[config.mk]
export PLATFORM = sky130hd
export DESIGN_NAME = apb_master_bridge
export DESIGN_NICKNAME = d
export VERILOG_FILES = /design/src/rtl/apb_master_bridge.sv
export SDC_FILE = /design/constraint.sdc
export NUM_CORES = 1
export LEC_CHECK = 0
export ABC_CLOCK_PERIOD_IN_PS = 4500
export CAP_MARGIN = 20
export CORE_MARGIN = 8
export CORE_UTILIZATION = 25
export CTS_BUF_LIST = sky130_fd_sc_hd__clkbuf_4 sky130_fd_sc_hd__clkbuf_8
export DETAILED_ROUTE_END_ITERATION = 7
export DONT_BUFFER_PORTS = 1
export PLACE_DENSITY_LB_ADDON = 0.1
export SLEW_MARGIN = 10
export SYNTH_ARGS = -nofsm -noshare
export SYNTH_HDL_FRONTEND = slang
export SYNTH_SLANG_ARGS = --single-unit
[constraint.sdc]
create_clock -name clk_i -period 4.5 [get_ports clk_i]
set_input_delay 0.9 -clock clk_i [delete_from_list [all_inputs] [get_ports clk_i]]
set_output_delay 0.9 -clock clk_i [all_outputs]
set_load 0.02 [all_outputs]
[src/rtl/apb_master_bridge.sv]
// Single-outstanding command-to-APB bridge: accepts a read/write command, runs one
// APB transfer with a bounded wait, and returns a registered response.
module apb_master_bridge #(
  parameter int unsigned TIMEOUT_CYCLES = 16
) (
  input  logic        clk_i,
  input  logic        resetn_i,
  input  logic        cmd_valid_i,
  output logic        cmd_ready_o,
  input  logic        cmd_write_i,
  input  logic [5:0]  cmd_addr_i,
  input  logic [31:0] cmd_wdata_i,
  output logic        rsp_valid_o,
  input  logic        rsp_ready_i,
  output logic [31:0] rsp_rdata_o,
  output logic        rsp_err_o,
  output logic        rsp_timeout_o,
  output logic        psel_o,
  output logic        penable_o,
  output logic        pwrite_o,
  output logic [5:0]  paddr_o,
  output logic [31:0] pwdata_o,
  input  logic [31:0] prdata_i,
  input  logic        pready_i,
  input  logic        pslverr_i,
  output logic [2:0]  dbg_state_o
);

  // Handshakes: a command transfers on the rising edge where cmd_valid_i and
  // cmd_ready_o are both high; a response transfers on the edge where rsp_valid_o
  // and rsp_ready_i are both high. Valid never depends on ready.
  localparam logic [2:0] S_IDLE   = 3'd0;
  localparam logic [2:0] S_LOAD   = 3'd1;
  localparam logic [2:0] S_SETUP  = 3'd2;
  localparam logic [2:0] S_ACCESS = 3'd3;
  localparam logic [2:0] S_RESP   = 3'd4;

  localparam logic [7:0] LAST_WAIT = 8'(TIMEOUT_CYCLES - 1);

  logic [2:0] state;
  logic [7:0] wait_cnt;

  assign dbg_state_o = state;

  always_ff @(posedge clk_i) begin
    if (!resetn_i) begin
      state         <= S_IDLE;
      wait_cnt      <= 8'd0;
      cmd_ready_o   <= 1'b1;
      rsp_valid_o   <= 1'b0;
      rsp_rdata_o   <= 32'd0;
      rsp_err_o     <= 1'b0;
      rsp_timeout_o <= 1'b0;
      psel_o        <= 1'b0;
      penable_o     <= 1'b0;
      pwrite_o      <= 1'b0;
      paddr_o       <= 6'd0;
      pwdata_o      <= 32'd0;
    end else begin
      case (state)
        S_IDLE: begin
          if (cmd_valid_i) begin
            cmd_ready_o <= 1'b0;
            if (cmd_addr_i[1:0] == 2'b00) begin
              pwrite_o <= cmd_write_i;
              paddr_o  <= cmd_addr_i;
              pwdata_o <= cmd_wdata_i;
              state    <= S_LOAD;
            end else begin
              // Misaligned: answer with an error without touching the bus.
              rsp_valid_o   <= 1'b1;
              rsp_err_o     <= 1'b1;
              rsp_timeout_o <= 1'b0;
              rsp_rdata_o   <= 32'd0;
              state         <= S_RESP;
            end
          end
        end
        S_LOAD: begin
          psel_o   <= 1'b1;
          wait_cnt <= 8'd0;
          state    <= S_SETUP;
        end
        S_SETUP: begin
          penable_o <= 1'b1;
          state     <= S_ACCESS;
        end
        S_ACCESS: begin
          if (pready_i) begin
            psel_o        <= 1'b0;
            penable_o     <= 1'b0;
            rsp_valid_o   <= 1'b1;
            rsp_err_o     <= pslverr_i;
            rsp_timeout_o <= 1'b0;
            rsp_rdata_o   <= pwrite_o ? 32'd0 : prdata_i;
            state         <= S_RESP;
          end else if (wait_cnt == LAST_WAIT) begin
            psel_o        <= 1'b0;
            penable_o     <= 1'b0;
            rsp_valid_o   <= 1'b1;
            rsp_err_o     <= 1'b1;
            rsp_timeout_o <= 1'b1;
            rsp_rdata_o   <= 32'd0;
            state         <= S_RESP;
          end else begin
            wait_cnt <= wait_cnt + 8'd1;
          end
        end
        S_RESP: begin
          if (rsp_ready_i) begin
            rsp_valid_o <= 1'b0;
            cmd_ready_o <= 1'b1;
            state       <= S_IDLE;
          end
        end
        default: begin
          state       <= S_IDLE;
          cmd_ready_o <= 1'b1;
          rsp_valid_o <= 1'b0;
          psel_o      <= 1'b0;
          penable_o   <= 1'b0;
        end
      endcase
    end
  end

endmodule

* Yosys cells after proc, flatten, opt, wreduce, memory -nomap -nowiden
Cells that the tools add are included.
** Cells by class
- Mux-type cells :: 34
- Eq/ne operators :: 11
- Reductions and logical operators :: 16
- $add $sub $neg :: 1
- Bitwise gates (word level) :: 4
** Operators with widths (count)
- $mux 32 :: 5
- $pmux 32 s2 :: 1
- $mux 8 :: 2
- $pmux 8 s2 :: 1
- $mux 3 :: 5
- $pmux 3 s5 :: 1
- $mux 1 :: 13
- $reduce_and 3->1 :: 4
- $ne 2x2->1 const B :: 5
- $pmux 1 s3 :: 3
- $reduce_or 3->1 :: 3
- $add 8x1->8 const B :: 1
- $eq 8x4->1 const B :: 1
- $eq 3x2->1 const B :: 2
- $reduce_and 5->1 :: 1
- $not 1->1 :: 4
- $pmux 1 s2 :: 2
- $pmux 1 s4 :: 1
- $reduce_and 2->1 :: 2
- $reduce_and 4->1 :: 1
- $reduce_bool 2->1 :: 2
- $eq 3x1->1 const B :: 1
- $eq 3x3->1 const B :: 1
- $logic_not 3->1 :: 1
- other kinds (3) :: 3
** Word-level totals
- Input bits :: 77
- Output and inout port bits :: 80
- Register bits :: 88
- Word-level logic and storage cells :: 78

* Longest topological paths before layout
- Depth after elaboration :: 4
- Depth in mapped cells :: 7
- Depth with buffers taken out :: 5

* Worst setup path before layout
Ideal clock, no wire load.
- Kind :: input-to-reg
- Start :: input port cmd_valid_i
- End :: register paddr_o[0]
- Required time :: 4.384 ns
- Setup slack :: 2.229 ns
- Stages on the path :: 5
- Arrival :: 2.156 ns
- Path buffers :: 2
- Setup time :: 0.116 ns
- Cells stage by stage :: or3b_4 or4_4 buf_6 buf_6 and3_1
** On the way
- Longest elaborated chain between the ends :: 1
** RTL lines
- from (decl) :: line 8 : input logic cmd_valid_i,
- $reduce_and 3->1 (no line)
- to (signal assigned) :: line 66 : paddr_o <= cmd_addr_i;
- to (decl) :: line 21 : output logic [5:0] paddr_o,
Every way passes these cells.
A chain may end at the register's enable or synchronous reset.

* Worst setup path after layout
- Start :: register state[1], in the netlist dbg_state_o[1]
- End :: register rsp_rdata_o[28]
** On the way
- Longest elaborated chain between the ends :: 3
- Elaborated cells between the ends (all ways) :: 8
- Those cells by class :: eq/ne: 4; mux: 1; reduce/logical: 3
** RTL lines
- from (decl) :: line 40 : logic [2:0] state;
- from (signal assigned) :: line 47 : state <= S_IDLE;
- from (signal assigned) :: line 68 : state <= S_LOAD;
- from (signal assigned) :: line 75 : state <= S_RESP;
- $eq 3x2->1 / $logic_not 3->1 (equally long branches) :: line 60 : case (state)
- $ne 3x3->1 (no line), or another cell as far along
- $reduce_and 4->1 (no line)
- to (signal assigned) :: line 95 : rsp_rdata_o <= pwrite_o ? 32'd0 : prdata_i;
- to (decl) :: line 15 : output logic [31:0] rsp_rdata_o,
Several ways; a longest one is shown, not always the timed one.

==> run metrics <==
die area between 15000 and 20000 um^2; critical path class reg -> reg; Unique masters post-synth 45; register area share after synthesis 53.5%; Starting Density approximately a quarter; status finished clean; flops & latches, synth a little under 90; syn avg cell area roughly 9.7 um^2; Hold Path Cell Cnt 2; I/O Buffers 0; area of the core 13000 um^2; diode count 0; placed cells just under 500; most common cell after layout, fill and taps aside dfxtp_1; Post-CTS Hold Buffers 0; first-pass GRT wire length ~14 mm; area grow syn2layout 10.8%; initial antenna violation count 0; RePlAce Congestion 0.684; Vias/cell 4.65; Max Slew Vio Count 0; Period minus WS final approximately 2700 ps; Mapped Nets between 400 and 500; root buf cell clkbuf_8; Final #Nets between 400 and 500; worst slew pin tran 942 ps; required time worst endpoint slightly below 5000 ps; Die Y around 130 um; Crit path arrival time roughly 3000 ps; Post-Syn Area about 3300 um^2; Crit. End Element register; total negative slack 0 ps; largest net degree at the start of global routing 57; gr ovfl total 0; met3 global-route usage around 5.7%; Slowest-stage cell, CP dfxtp_1; Total Power 1.51 mW; Fmax around 0.37 GHz; GR Layer Usage met1 13.7%; drt wl/cell around 18 um; largest cells by area after synthesis dfxtp_1 53%, nand2_1 8.9%, a22o_1 8.5%; CP startpoint kind register; GRT Overall Usage approximately 11%; IO Count 157; Clk pin slew, worst setup/hold paths around 80 ps; PD cells 413 nW/um^2; cell taking the most area after synthesis dfxtp_1; drt pass-1 iters 4; DR vias 2381; Initial DRC Count between 90 and 100; Hold Crit Class reg -> reg; Leak ~1.2 nW; Yosys top cell area share 53.5%; Die X between 100 and 150 um; WL final 9.14 mm; Rel. slew slack between 30% and 40%; GR peak layer met2; Hold Vio Cnt, Final 0; clk_skew 3.39 ps; VDD IR max between 0.1 and 0.15 mV; total CTS buffers 9; highest-count cells in the layout ignoring fill and taps 88 x dfxtp_1, 78 x nand2_1, 36 x a21boi_0; Post-synth EDFFs 0; Post-DP HPWL approximately 6.4 mm; Syn Inst Count between 300 and 400; Layout Cells excl Fill between 500 and 600; crit share post-route roughly three fifths; post_cts resized 0; setup bufs post-CTS 0; num rows 42; layout cell share with drive strength beyond 1 around 8%; H-tree Lvls 3; # Max-Cap Violations 0; DRC Markers 0; Final Util roughly 28%; CTS tree done; Final ANT Viol Nets 0; clock latency on the worst-skew pair between 300 and 400 ps; Setup Viol. Count Final 0; vias in the first global route 2522; RSZ-0062 raised after global routing no; cells along the critical path nand3b_1 -> a211oi_1 -> o31a_1 -> buf_4 -> a22o_1; Sink Count 88; Top FF cell, synth dfxtp_1; # fillers 1433; Ys Warns 0; Post-synth ARST share 0%; buffer depth of the longest clock path 2; GR Util met2 14.9%; critical path's largest stage delay around 840 ps; worst-path maximum fanout 32; r2r worst-path depth 5
-- cells by family (layout without fill, tap and decap cells) --
kind of cell | after synthesis | count (layout) | synth area share [%]
AOI/OAI and AO/OA | 103 | 103 | 23.9
xor gates and xnor gates | 1 | 1 | 0.266
adders and majority gates | 1 | 1 | 0.380
buffers and inverters | 27 | 23 | 4.03
DFF | 88 | 88 | 53.5
muxes | 1 | 1 | 0.304
and+or+nand+nor | 119 | 119 | 17.6
-- through the flow --
stage / worst slack (ps) / instance area, um^2 / hold WS, ps
global route: 1610 / 3650 / 554
CTS: 1870 / 3650 / 505
finish: 1830 / 3650 / 507
detailed placement: 1890 / 3430 / 492
global placement: 2010 / 3430 / 484
floorplan: 2230 / 3290 / 458
-- cell type report --
type / count / area, um^2 / share of cell area [%]
multi-input combinational: 225 / 1400 / 38.5
sequential: 88 / 1760 / 48.3
clock inverter: 2 / 35.0 / 0.960
timing repair buffer: 4 / 30.0 / 0.823
clock buffer: 14 / 186 / 5.11
tap: 176 / 220 / 6.04
inverter: 3 / 11.3 / 0.309
-- registers in the layout (all words and copies together), names as in the netlist --
signal         cells
rsp_timeout_o      1
paddr_o            6
penable_o          1
pwrite_o           1
rsp_err_o          1
dbg_state_o        3
wait_cnt           8
rsp_valid_o        1
pwdata_o          32
rsp_rdata_o       32
cmd_ready_o        1
psel_o             1
-- routing by layer --
metal / part of all wire, % / vias up
li1: - / 1171
met3: 13 / 13
met5: 0 / -
met1: 44 / 1086
met4: 1.9 / 0
met2: 41 / 111
-- final timing paths --
path,slack [ps],to,start
max,1830,rsp_rdata_o[28],dbg_state_o[1]
min,510,wait_cnt[7],wait_cnt[7]
max reg2reg,1830,rsp_rdata_o[28],dbg_state_o[1]
min reg2reg,510,wait_cnt[7],wait_cnt[7]
-- worst max-delay path: cells and delay by family, from the launching register on --
| kind | cells | cell delay [ps] |
|---|---|---|
| AOI/OAI and AO/OA | 3 | 1250 |
| and+or+nand+nor | 1 | 180 |
| DFF | 1 | 840 |
| buffers and inverters | 1 | 310 |
-- synth_stat cells (2+ instances only) --
master	n
nor2b_1	2
a22o_1	32
nor4b_1	3
a21o_1	2
inv_1	3
nor3b_1	2
a211oi_1	2
nand2b_1	5
o21a_1	2
or3b_2	2
dfxtp_1	88
a21oi_1	7
a21boi_1	5
nand3_1	2
nor2_1	6
nand2_1	78
clkbuf_1	14
nand3b_1	2
o21ai_0	8
a21boi_0	36
buf_2	7
and3_1	4
or3_1	4
buf_6	3
-- power by group --
part	internal, mW	switching (mW)	total, mW
sequential	0.798	0.0466	0.844
clock	0.323	0.272	0.595
combinational	0.0306	0.0385	0.0691
Note: power is estimated with default switching activity, not from simulation.
